File: src/rtl/downsample2d_stream.sv
// Streaming SCALE x SCALE average-pool downsampler over channel-major raster pixels.
// One row of partial window sums is kept; each window's first pixel overwrites its slot.
module downsample2d_stream #(
  parameter int CH        = 1,
  parameter int IN_H      = 4,
  parameter int IN_W      = 4,
  parameter int SCALE     = 2,
  parameter int WIDTH     = 16,
  parameter     precision = "Q8.8"
) (
  input  logic             clk,
  input  logic             rst_n,
  input  logic             in_valid,
  output logic             in_ready,
  input  logic [WIDTH-1:0] in_data,
  input  logic             in_last,
  output logic             out_valid,
  input  logic             out_ready,
  output logic [WIDTH-1:0] out_data,
  output logic             out_last,
  output logic             frame_err
);

  localparam int OUT_H = IN_H / SCALE;
  localparam int OUT_W = IN_W / SCALE;
  localparam int LOG2S = $clog2(SCALE);
  localparam int SH    = 2 * LOG2S;
  localparam int ACC_W = WIDTH + SH;
  localparam int CW    = (CH > 1) ? $clog2(CH) : 1;
  localparam int HW    = $clog2(IN_H);
  localparam int WW    = $clog2(IN_W);
  localparam int OWW   = (OUT_W > 1) ? $clog2(OUT_W) : 1;

  localparam logic [CW-1:0]    C_MAX   = CW'(CH - 1);
  localparam logic [HW-1:0]    H_MAX   = HW'(IN_H - 1);
  localparam logic [WW-1:0]    W_MAX   = WW'(IN_W - 1);
  localparam logic [LOG2S-1:0] SUB_MAX = '1;

  // Elaboration-time guard against geometries the pooling arithmetic cannot handle.
  if (SCALE < 2 || (SCALE & (SCALE - 1)) != 0 || OUT_H * SCALE != IN_H ||
      OUT_W * SCALE != IN_W || $bits(precision) == 0) begin : g_param_err
    $error("downsample2d_stream: illegal parameter combination");
  end

  logic [CW-1:0]           c;
  logic [HW-1:0]           h;
  logic [WW-1:0]           w;
  logic signed [ACC_W-1:0] acc [OUT_W];

  logic                    accept;
  logic                    at_frame_end;
  logic                    win_first;
  logic                    win_done;
  logic [OWW-1:0]          ow;
  logic signed [ACC_W-1:0] din_ext;
  logic signed [ACC_W-1:0] sum;
  logic [WIDTH-1:0]        avg;

  assign in_ready = !out_valid || out_ready;

  always_comb begin
    accept       = rst_n && in_valid && in_ready;
    at_frame_end = (c == C_MAX) && (h == H_MAX) && (w == W_MAX);
    win_first    = (h[LOG2S-1:0] == '0) && (w[LOG2S-1:0] == '0);
    win_done     = (h[LOG2S-1:0] == SUB_MAX) && (w[LOG2S-1:0] == SUB_MAX);
    ow           = OWW'(w >> LOG2S);
    din_ext      = ACC_W'(signed'(in_data));
    sum          = acc[ow] + din_ext;
    // Arithmetic shift floors toward minus infinity; the quotient always fits WIDTH.
    avg          = WIDTH'(sum >>> SH);
  end

  always_ff @(posedge clk) begin
    if (accept) begin
      acc[ow] <= win_first ? din_ext : sum;
    end
  end

  always_ff @(posedge clk) begin
    if (!rst_n) begin
      c <= '0;
      h <= '0;
      w <= '0;
    end else if (accept) begin
      if (w == W_MAX) begin
        w <= '0;
        if (h == H_MAX) begin
          h <= '0;
          c <= (c == C_MAX) ? '0 : c + CW'(1);
        end else begin
          h <= h + HW'(1);
        end
      end else begin
        w <= w + WW'(1);
      end
    end
  end

  // A completing beat can only be accepted when the register is empty or draining.
  always_ff @(posedge clk) begin
    if (!rst_n) begin
      out_valid <= 1'b0;
      out_data  <= '0;
      out_last  <= 1'b0;
    end else if (accept && win_done) begin
      out_valid <= 1'b1;
      out_data  <= avg;
      out_last  <= at_frame_end;
    end else if (out_ready) begin
      out_valid <= 1'b0;
    end
  end

  always_ff @(posedge clk) begin
    if (!rst_n) begin
      frame_err <= 1'b0;
    end else if (accept && (in_last != at_frame_end)) begin
      frame_err <= 1'b1;
    end
  end

endmodule

File: config.mk
export PLATFORM = sky130hd
export DESIGN_NAME = downsample2d_stream
export DESIGN_NICKNAME = d
export VERILOG_FILES = /design/src/rtl/downsample2d_stream.sv
export SDC_FILE = /design/constraint.sdc
export NUM_CORES = 1
export LEC_CHECK = 0
export ABC_AREA = 1
export BUFFER_PORTS_ARGS = -buffer_cell sky130_fd_sc_hd__clkbuf_2
export CORE_AREA = 3 3 92 94
export DETAILED_ROUTE_END_ITERATION = 6
export DIE_AREA = 0 0 95 97
export PLACE_DENSITY = 0.73
export SYNTH_ARGS = -nofsm -noshare
export SYNTH_HDL_FRONTEND = slang
export SYNTH_SLANG_ARGS = --single-unit
File: constraint.sdc
create_clock -name clk -period 2.3 [get_ports clk]
set_input_delay 0.23 -clock clk [delete_from_list [all_inputs] [get_ports clk]]
set_output_delay 0.23 -clock clk [all_outputs]
set_load 0.02 [all_outputs]
## Word level (Yosys, flattened, before mapping)

Memories as Yosys holds them, arrays and structs flattened. A register that Yosys moved wholly into a read port is not among the register bits.
Index checks and enable logic that the tools add are counted.

- Register bits: 24
- Memory bits (writable): 36
- Bits of input ports: 21
- Memories: 1

Memory list:

| name | words | bits a word | rd ports | clocked after memory_dff | write ports | line | text |
|---|---|---|---|---|---|---|---|
| acc | 2 | 18 | 1 | 1 | 1 | 48 | `logic signed [ACC_W-1:0] acc [OUT_W];` |

- $add $sub $neg: 4
- Eq/ne operators: 3
- Muxes and demuxes: 10
- Bitwise gates (word level): 3
- Reductions and logical operators: 13

Operator list:

| cell | count |
|---|---|
| $add 18x16->18 | 1 |
| $mux 18 | 1 |
| $logic_and 1x1->1 | 8 |
| $mux 1 | 7 |
| $add 2x1->2 const B | 2 |
| $eq 2x2->1 const B | 2 |
| $mux 2 | 2 |
| $not 1->1 | 3 |
| $reduce_and 3->1 | 1 |
| $reduce_and 2->1 | 1 |
| $reduce_bool 2->1 | 1 |
| $add 1x1->1 const B | 1 |
| $logic_not 1->1 | 1 |
| $logic_or 1x1->1 | 1 |
| $ne 1x1->1 | 1 |

## Longest topological paths before layout

Gate-level depths: netlist of run 1.

- Depth in word-level cells: 5
- Depth in mapped cells: 18

## Worst setup path before layout of run 1

Ideal clock, no wire load.

- Path type: flip-flop to flip-flop
- From: reg (tool-made name)
- To: mem acc[0][14] in the netlist's numbering, data pin
- Library setup time: 0.267 ns
- Data arrival time: 2.087 ns
- Data required time: 2.033 ns
- Setup slack: -0.054 ns
- Stages on the path, launching flop included: 13
- Buffers on the path: 2
- Cells stage by stage: dfxtp_1 -> buf_2 -> buf_2 -> mux2_2 -> ha_1 -> nand2_1 -> inv_1 -> a21oi_1 -> nor2_1 -> nor2_1 -> nand2_1 -> nand2_1 -> a31oi_1

RTL lines:

| element | line |
|---|---|
| end, declared | 48 |

==> out/results.tsv, run 1 <==
metric	value	unit
total CTS buffers	9	
vias in the first global route	3148	
clock skew	0.0144	ns
# clock sinks	60	
first-pass GRT wire length	14900	um
Synth area leader	edfxtp_1	
synth top area cells	edfxtp_1, dfxtp_1, nand2_1, ha_1, inv_1	
Via Count	3409	
HPWL Detailed	6090	um
Critical Path End Type	flip-flop	
final worst path period share	108	%
nets@finish	550	
final setup fails	34	
CP max FO	8	
Via density	5.53	
DIE WIDTH	95	um
FMAX	402	MHz
power consumption	0.00324	W
synthesized cell area	3460	um^2
pwr dens	640	nW/um^2
Post-synth EDFFs	36	
ANT cells	0	
CTS max path bufs	2	
async set-or-reset flop fraction in the synthesized netlist	0	%
share of cells above drive strength 1	45.3	%
GRT Util Overall	20.7	%
largest net degree at the start of global routing	33	
clk root buf	clkbuf_8	
CP startpoint kind	flip-flop	
RSZ-0062 raised after global routing	yes	
setup_tns	-2.69	ns
failing checks	negative setup slack	
Die Ht	97	um
Synth Register Bits	60	
# DRC	0	
Initial DRT Pass Iterations	5	
drt wl/cell	17.3	um
placer's final routability congestion estimate	0.935	
Port Buf Inserts	40	
# H-tree levels	3	
Synth Warn #	0	
Synth Instances	416	
hold-fix buffers at CTS	0	
Worst VDD drop	0.406	mV
status	complete, but fails checks	
Max-cap violations	0	
initial drt markers	400	
ys flop type	edfxtp_1	
syn_area_per_cell	8.31	um^2
Clock transition at path regs	0.08	ns
initial antenna violation count	0	
ANT nets after route	0	
CTS tree	done	
initial core utilization	44.7	%
Hold Crit Class	primary input to flip-flop	
gr ovfl total	0	
WS Path Type	flip-flop to flip-flop	
top cell type's share of synthesized area	31.3	%
Final min period	2.49	ns
Critical Path RT	2.40	ns
register area share after synthesis	45.2	%
P&R area growth vs syn	46.3	%
Slew Viols, Final	0	
setup ws final	-0.190	ns
io pins	41	
Worst EP arrival	2.59	ns
core area	7730	um^2
Synthesized Nets	457	
Leakage Power	2.34	nW
Slew Limit Headroom	72.6	%
die area	9220	um^2
Final Hold Viols	0	
dominant cell by count in the synthesized netlist	nand2_1	
Skew-Pair Late Insertion Delay	0.35	ns
worst-margin pin slew	0.411	ns
Synth top cells by count	nand2_1, inv_1, edfxtp_1	
Cell Rows	32	
overall routed net length	10700	um
count of cell types in the netlist	32	
layout make-up:
cell class                 instances  area (um^2)
tap                              102          128
sequential                        60         1570
timing repair buffer              91          634
clock inverter                     6         45.0
clock buffer                      10          149
inverter                          60          230
multi-input combinational        287         2300
fill                             546         2670
metal layers:
layer  track usage, %  up-vias  part of all wire, %
met5                0        -                    0
met4             8.55        0                  2.9
met3             3.58       44                  6.0
met2             33.5      161                   50
met1             27.0     1636                   42
li1                 -     1568                    -
worst max-delay path: stages (launching register included):
cell,delay (ns)
dfxtp_4,0.40
buf_12,0.15
mux2_4,0.31
ha_4,0.16
inv_2,0.05
fa_2,0.19
nand3b_1,0.14
nand2_2,0.13
nand2_2,0.13
nand2_4,0.07
nand3_4,0.07
nand2_1,0.06
nand2_1,0.09
nand2_1,0.08
nand2_1,0.11
nand2_1,0.09
what timing repair did:
action,CTS,global route
setup endpoints to repair,32,37
setup buffers,5,8
gates cloned,1,0
resized for setup,88,72
pin swaps,19,28
cells in the final DEF, fill, tap and decap left out, types with 5 or more instances in the layout:
master,n
inv_1,51
o21ai_1,6
edfxtp_1,36
inv_2,7
dfxtp_1,23
nor2_4,6
nor2_1,13
nand2_2,24
o21a_1,10
mux2_4,15
nand3_1,14
buf_4,45
a21oi_4,5
ha_4,16
nand2_4,12
clkbuf_8,9
nand2_1,92
clkbuf_2,40
nand3_2,15
a21oi_2,9
o21ai_0,8
where the power goes:
group	leakage, nW	switching [W]	total (W)	internal, W
Combinational	1.72	0.000614	0.00110	0.000489
Clock	0.102	0.000466	0.000928	0.000461
Sequential	0.526	0.0000145	0.00120	0.00119
Total	2.34	0.00109	0.00324	0.00214
path summary, 6_finish.rpt:
check	cells past startpoint	slack [ns]	from	to
worst max register to register	15	-0.19	flip-flop	acc[1][10]
worst min-delay path	3	0.16	rst_n	flip-flop
worst min register to register	2	0.48	frame_err	frame_err
worst max-delay path	15	-0.19	flip-flop	acc[1][10]
registers in the layout, indices dropped and copies added (netlist names), named ones only:
register / cells
h: 2
out_last: 1
out_valid: 1
frame_err: 1
acc: 36
w: 2
out_data: 16
per-stage QoR:
stage          area (um^2)  setup slack [ns]  cells  util, %  hold slack [ns]
4_1_cts               4690           -0.0357    608     60.7            0.165
6_report              5050            -0.190    616     65.4            0.164
3_3_place_gp          4030            -0.146    587     52.1            0.436
5_1_grt               5050            -0.234    616     65.4            0.175
3_5_place_dp          4030            -0.215    587     52.1            0.472
2_1_floorplan         3460            0.0457    416        -            0.395
kinds of logic after synthesis:
logic type	count (synthesis)	synth area share (%)
DFF	60	45.2
xor gates and xnor gates	7	1.77
and+or+nand+nor	187	22.3
adders and majority gates	20	7.46
buffers and inverters	69	8.18
muxes	16	5.21
AOI/OAI and AO/OA	57	9.85
Note: power is estimated with default switching activity, not from simulation.
==> run 2: changes to the inputs <==
- CELL_PAD_IN_SITES_DETAIL_PLACEMENT: default -> 1
- CELL_PAD_IN_SITES_GLOBAL_PLACEMENT: default -> 2
- CORE_AREA: 3 3 92 94 -> 3 3 108 110
- DIE_AREA: 0 0 95 97 -> 0 0 111 113
- PLACE_DENSITY: 0.73 -> 0.83
- SKIP_LAST_GASP: default -> 1
- SLEW_MARGIN: default -> 10
==> run 2 against run 1 <==
- the run still ends with negative setup slack left
- utilization down 17 points
- critical path type unchanged
- worst hold slack lost 0.0025 ns
- die area is 36% higher
- combinational power hardly changed
- critical endpoint unchanged
- cell area grew 2.5%
- routed wire length up 11%
- sequential power is essentially flat
==> out/results.tsv, run 2 (synthesis results as in run 1) <==
metric	value	unit	change
# H-tree levels	3		unchanged
total of fill cells in the finished design	1232		+130%
Slew Limit Headroom	72.0	%	-0.63 points
footprint of the multi-input gates	2340	um^2	+1.5%
Critical Path End Type	flip-flop		
die area	12500	um^2	+36%
vias in the first global route	3546		+13%
initial drt markers	110		-73%
DIE WIDTH	111	um	+17%
Initial DRT Pass Iterations	4		-1
nets@finish	553		+0.55%
Largest register FFs	36		unchanged
Clock transition at path regs	0.08	ns	about the same
Final min period	2.41	ns	-0.0836 ns
FMAX	416	MHz	+3.5%
sequential power share	35.3	%	-1.9 points
hold endpoint	w[1]		
drt wl/cell	17.9	um	+3.6%
ANT cells	0		unchanged
initial antenna violation count	0		unchanged
Via Count	3254		-4.5%
CP max stage cell	dfxtp_4		
R2R Path End	acc[1][10]		
CP max FO	7		-1
cell count after placement	629		+7.2%
worst-margin pin slew	0.420	ns	+0.00939 ns
most frequent cells in the layout	nand2_1, inv_1, buf_4		
WS Path Type	flip-flop to flip-flop		
CP startpoint kind	flip-flop		
post-route insts no fill	657		+6.7%
Via density	4.95		-11%
largest net degree at the start of global routing	33		unchanged
first-pass GRT wire length	17800	um	+20%
final worst path period share	105	%	-3.6 points
Critical Path RT	2.41	ns	about the same
CTS max path bufs	2		unchanged
RSZ-0062 raised after global routing	yes		
Post-DP Area	4100	um^2	+1.9%
Cell Rows	38		+19%
ANT nets after route	0		unchanged
# DRC	0		unchanged
Leakage Power	2.36	nW	+0.73%
Logic pwr share	32.8	%	-1.3 points
GRT Util Overall	18.0	%	-2.7 points
P_sw	0.00110	W	+0.33%
FF+latch area	1570	um^2	unchanged
final setup fails	19		-44%
status	complete, but fails checks		
core area	10800	um^2	+40%
CTS tree	done		
overall routed net length	11800	um	+11%
placer's final routability congestion estimate	0.787		-16%
WHS	0.161	ns	-0.00247 ns
Die Ht	113	um	+16%
clock skew	0.0101	ns	-0.00429 ns
setup ws final	-0.106	ns	+0.0836 ns
Final Instance Area	5180	um^2	+2.5%
hold path cells	3		unchanged
share of cells above drive strength 1	46.8	%	+1.5 points
cells along the critical path	buf_12 -> mux2_4 -> ha_4 -> inv_2 -> fa_2 -> nand3b_1 -> nand2_2 -> nand2_2 -> nand2_4 -> nand3_4 -> nand3_2 -> nand2_1 -> nand2_1 -> nand2_1		
Port Buf Inserts	40		unchanged
# clock sinks	60		unchanged
FF-to-FF setup slack	-0.11	ns	+0.08 ns
worst reg2reg path depth	14		-1
leading cell type in the layout, fill and taps excluded	nand2_1		
pre-CTS setup slack	-0.271	ns	-0.0555 ns
hold-fix buffers at CTS	0		unchanged
Max-cap violations	0		unchanged
Worst path most repeated cell	nand2_1		
biggest regs	acc x36, out_data x16		
Worst EP arrival	2.52	ns	-0.07 ns
Worst VDD drop	0.262	mV	-35%
Final Hold Viols	0		unchanged
initial core utilization	32.0	%	-13 points
Sw Share	32.2	%	-1.6 points
P&R area growth vs syn	49.9	%	
HPWL Detailed	7370	um	+21%
pwr dens	658	nW/um^2	+2.7%
HP Start	rst_n		
Skew-Pair Late Insertion Delay	0.35	ns	about the same
Slew Viols, Final	0		unchanged
total CTS buffers	9		unchanged
part of the power in the clock network	31.8	%	+3.1 points
gr ovfl total	0		unchanged
Hold Crit Class	primary input to flip-flop		
failing checks	negative setup slack		
clk root buf	clkbuf_8		
CP max stage delay	0.36	ns	-0.04 ns
Biggest register	acc		
io pins	41		unchanged
internal cell power	0.00231	W	+7.9%
## run 2: cell types whose count changed in the layout (fill, tap and decap cells not counted), sizes merged
cell,delta
inv,-1
bufinv,+1
buf,+3
clkinv,-3
clkinvlp,+2
clkbuf,+1
## run 2: how the worst max path moves through the flow
stage | from | endpoint | slack [ns] | cells after the start
floorplan | flip-flop | acc[0][14] | 0.05 | 12
global placement | flip-flop | acc[0][16] | -0.19 | 14
detailed placement | flip-flop | acc[1][16] | -0.27 | 14
CTS | flip-flop | acc[1][16] | -0.06 | 14
global route | flip-flop | acc[0][10] | -0.22 | 14
finish | flip-flop | acc[1][10] | -0.11 | 14
## run 2: power groups by stage
stage	clock [W]	sequential, W	combinational [W]
2_1_floorplan	0	0.00122	0.000412
3_3_place_gp	0	0.00122	0.000686
4_1_cts	0.00111	0.00120	0.000872
3_5_place_dp	0	0.00123	0.000707
6_report	0.00108	0.00120	0.00112
5_1_grt	0.00116	0.00121	0.00121
## run 2: layer usage
layer	routed length (um)	global-route usage, %
met1	5360	22.6
met5	0	0
met3	422	4.06
met2	5760	31.0
met4	229	5.34
## run 2: critical path: cells and delay by family (launching register included)
kind                       cells  cell delay (ns)
adders and majority gates      2             0.49
buffers and inverters          2             0.18
DFF                            1             0.36
muxes                          1             0.21
and+or+nand+nor                9             0.92
## run 2: cell type report
type                            count  area share, %
Timing Repair Buffer               94           12.4
Clock inverter                      5           1.06
Sequential cell                    60           30.2
Multi-Input combinational cell    287           45.1
Inverter                           60           4.44
Tap cell                          140           3.38
Clock buffer                       11           3.36
## run 2: metrics by stage
stage	utilization (%)	setup TNS [ns]	total power, W
6_report	48.0	-0.865	0.00341
2_1_floorplan	-	0	0.00164
4_1_cts	44.1	-0.459	0.00318
5_1_grt	48.0	-4.29	0.00358
3_3_place_gp	38.0	-3.17	0.00191
3_5_place_dp	38.0	-5.58	0.00193
## run 2: what timing repair did
action	CTS	global route
endpoints found under the hold margin	0	0
buffers inserted	6	8
pin swaps	25	39
gates cloned	1	0
resized for setup	78	92
endpoints found under the setup margin	39	41
==> run 3: changes to the inputs <==
- CORE_AREA: 3 3 108 110 -> 2 2 107 109
- DIE_AREA: 0 0 111 113 -> 0 0 109 111
==> run 3 against run 2 <==
- the run still ends with negative setup slack left
- combinational power down 5%
- via count down 0.55%
- flip-flop and latch count unchanged
- worst hold slack better by 0.014 ns
- utilization down 1.1 points
- first-iteration DRC count up 15%
- routed wire length down 3.1%
- critical path type unchanged
- critical endpoint is now acc[0][16]
==> out/results.tsv, run 3 (synthesis results as in run 1) <==
metric	value	unit	change
status	complete, but fails checks		
failing checks	negative setup slack		
Cell Rows	39		+2.6%
clk root buf	clkbuf_16		
sequential power share	33.1	%	-2.2 points
worst reg2reg path depth	14		unchanged
leading cell type in the layout, fill and taps excluded	nand2_1		
clock skew	0.00582	ns	-0.00431 ns
power consumption	0.00365	W	+7.0%
Clock transition at path regs	0.05	ns	-0.03 ns
hold-fix buffers at CTS	0		unchanged
CTS max path bufs	2		unchanged
Die Ht	111	um	-1.8%
Hold Crit Class	primary input to flip-flop		
most frequent cells in the layout	nand2_1, buf_4, inv_1		
FMAX	424	MHz	+2.0%
Largest register FFs	36		unchanged
total of fill cells in the finished design	1263		+2.5%
DIE WIDTH	109	um	-1.8%
Port Buf Inserts	40		unchanged
Critical Path RT	2.38	ns	-0.03 ns
ANT cells	0		unchanged
# DRC	0		unchanged
initial antenna violation count	0		unchanged
CP max stage delay	0.39	ns	+0.03 ns
# clock sinks	60		unchanged
Critical Path End Type	flip-flop		
die area	12100	um^2	-3.5%
P_sw	0.00109	W	-0.56%
pwr dens	701	nW/um^2	+6.6%
Sw Share	30.0	%	-2.3 points
final worst path period share	103	%	-2.0 points
overall routed net length	11400	um	-3.1%
Via density	4.80		-3.1%
GRT Util Overall	19.4	%	+1.4 points
core area	11100	um^2	+2.6%
nets@finish	567		+2.5%
total CTS buffers	9		unchanged
largest net degree at the start of global routing	33		unchanged
drt wl/cell	16.9	um	-5.5%
vias in the first global route	3579		+0.93%
Slew Limit Headroom	73.0	%	+1.1 points
final setup fails	20		+1
first-pass GRT wire length	17700	um	-0.20%
cells along the critical path	buf_6 -> buf_4 -> mux2_4 -> ha_4 -> nand2_2 -> inv_1 -> nand2_1 -> nand2_2 -> a21oi_2 -> nand2_2 -> nand2_2 -> nand2_1 -> nand2_1 -> nand2_1		
gr ovfl total	0		unchanged
pre-CTS setup slack	-0.319	ns	-0.0481 ns
CP startpoint kind	flip-flop		
HPWL Detailed	7390	um	+0.28%
share of cells above drive strength 1	46.3	%	-0.48 points
Initial DRT Pass Iterations	4		unchanged
CP max stage cell	dfxtp_4		
Post-DP Area	4220	um^2	+2.9%
internal cell power	0.00255	W	+11%
Max-cap violations	0		unchanged
P&R area growth vs syn	50.5	%	
WS Path Type	flip-flop to flip-flop		
setup ws final	-0.0594	ns	+0.0466 ns
Worst VDD drop	0.363	mV	+38%
biggest regs	acc x36, out_data x16		
initial drt markers	126		+15%
initial core utilization	31.2	%	-0.82 points
RSZ-0062 raised after global routing	yes		
Final Hold Viols	0		unchanged
worst-margin pin slew	0.405	ns	-0.0154 ns
setup_tns	-0.592	ns	+0.273 ns
Logic pwr share	29.2	%	-3.6 points
hold path cells	3		unchanged
CTS tree	done		
Leakage Power	2.41	nW	+1.8%
Final Instance Area	5200	um^2	+0.39%
Slew Viols, Final	0		unchanged
CP max FO	5		-2
placer's final routability congestion estimate	0.817		+3.9%
Biggest register	acc		
io pins	41		unchanged
Worst EP arrival	2.44	ns	-0.08 ns
Final min period	2.36	ns	-0.0466 ns
ANT nets after route	0		unchanged
# H-tree levels	3		unchanged
Core Util, Final	47.0	%	-1.1 points
Skew-Pair Late Insertion Delay	0.34	ns	about the same
part of the power in the clock network	37.7	%	+5.9 points
Via Count	3236		-0.55%
-- run 3: cell count changes in the layout (fill, tap and decap cells not counted), moves of 6 or more --
| cell | delta |
|---|---|
| buf_4 | +18 |
| clkbuf_8 | -6 |
| clkbuf_16 | +8 |
| a21oi_2 | +7 |
| nand2_4 | -7 |
| nand2_1 | +7 |
-- run 3: final timing paths --
kind,to,from,slack (ns)
hold reg to reg,h[1],h[1],0.47
setup reg to reg,acc[0][16],flip-flop,-0.06
hold / removal,w[1],rst_n,0.18
setup / recovery,acc[0][16],flip-flop,-0.06
-- run 3: layout make-up --
class,instances,area (um^2),area share (%)
multi-input cells,287,2200,42.2
inverters,60,228,4.38
well taps,143,179,3.44
clock buffers,13,292,5.61
clock inverters,3,16.3,0.313
repair buffers,108,726,14.0
flip-flops and latches,60,1570,30.1
-- run 3: power groups by stage --
stage,combinational (W),clock (W),sequential (W)
3_3_place_gp,0.000730,0,0.00122
3_5_place_dp,0.000753,0,0.00123
6_report,0.00106,0.00138,0.00121
5_1_grt,0.00117,0.00143,0.00121
4_1_cts,0.000896,0.00139,0.00121
2_1_floorplan,0.000412,0,0.00122
-- run 3: timing repair --
action	4_1_cts	5_1_grt
pin swaps	12	24
setup endpoints to repair	39	38
cloned	1	0
endpoints found under the hold margin	0	0
gates resized for setup	65	70
setup buffers	2	6
-- run 3: layer usage --
metal / vias to the layer above / GRT usage, % / share of wire (%)
met5: - / 0 / 0
met4: 0 / 7.78 / 1.8
met2: 41 / 32.4 / 52
met1: 1581 / 24.0 / 44
li1: 1601 / - / -
met3: 13 / 4.12 / 2.4
-- run 3: metrics by stage --
stage	instances	hold slack (ns)
floorplan	416	0.395
global placement	649	0.440
detailed placement	649	0.456
CTS	668	0.175
global route	674	0.204
finish	674	0.176
-- run 3: worst max-delay path: cells and delay by family (launching register included) --
| kind | cells | cell delay [ns] |
|---|---|---|
| adder cells (fa/ha/maj) | 1 | 0.24 |
| multiplexers | 1 | 0.32 |
| AO/OA/AOI/OAI | 1 | 0.21 |
| AND/OR/NAND/NOR | 8 | 0.62 |
| flip-flops | 1 | 0.39 |
| buffers and inverters | 3 | 0.33 |
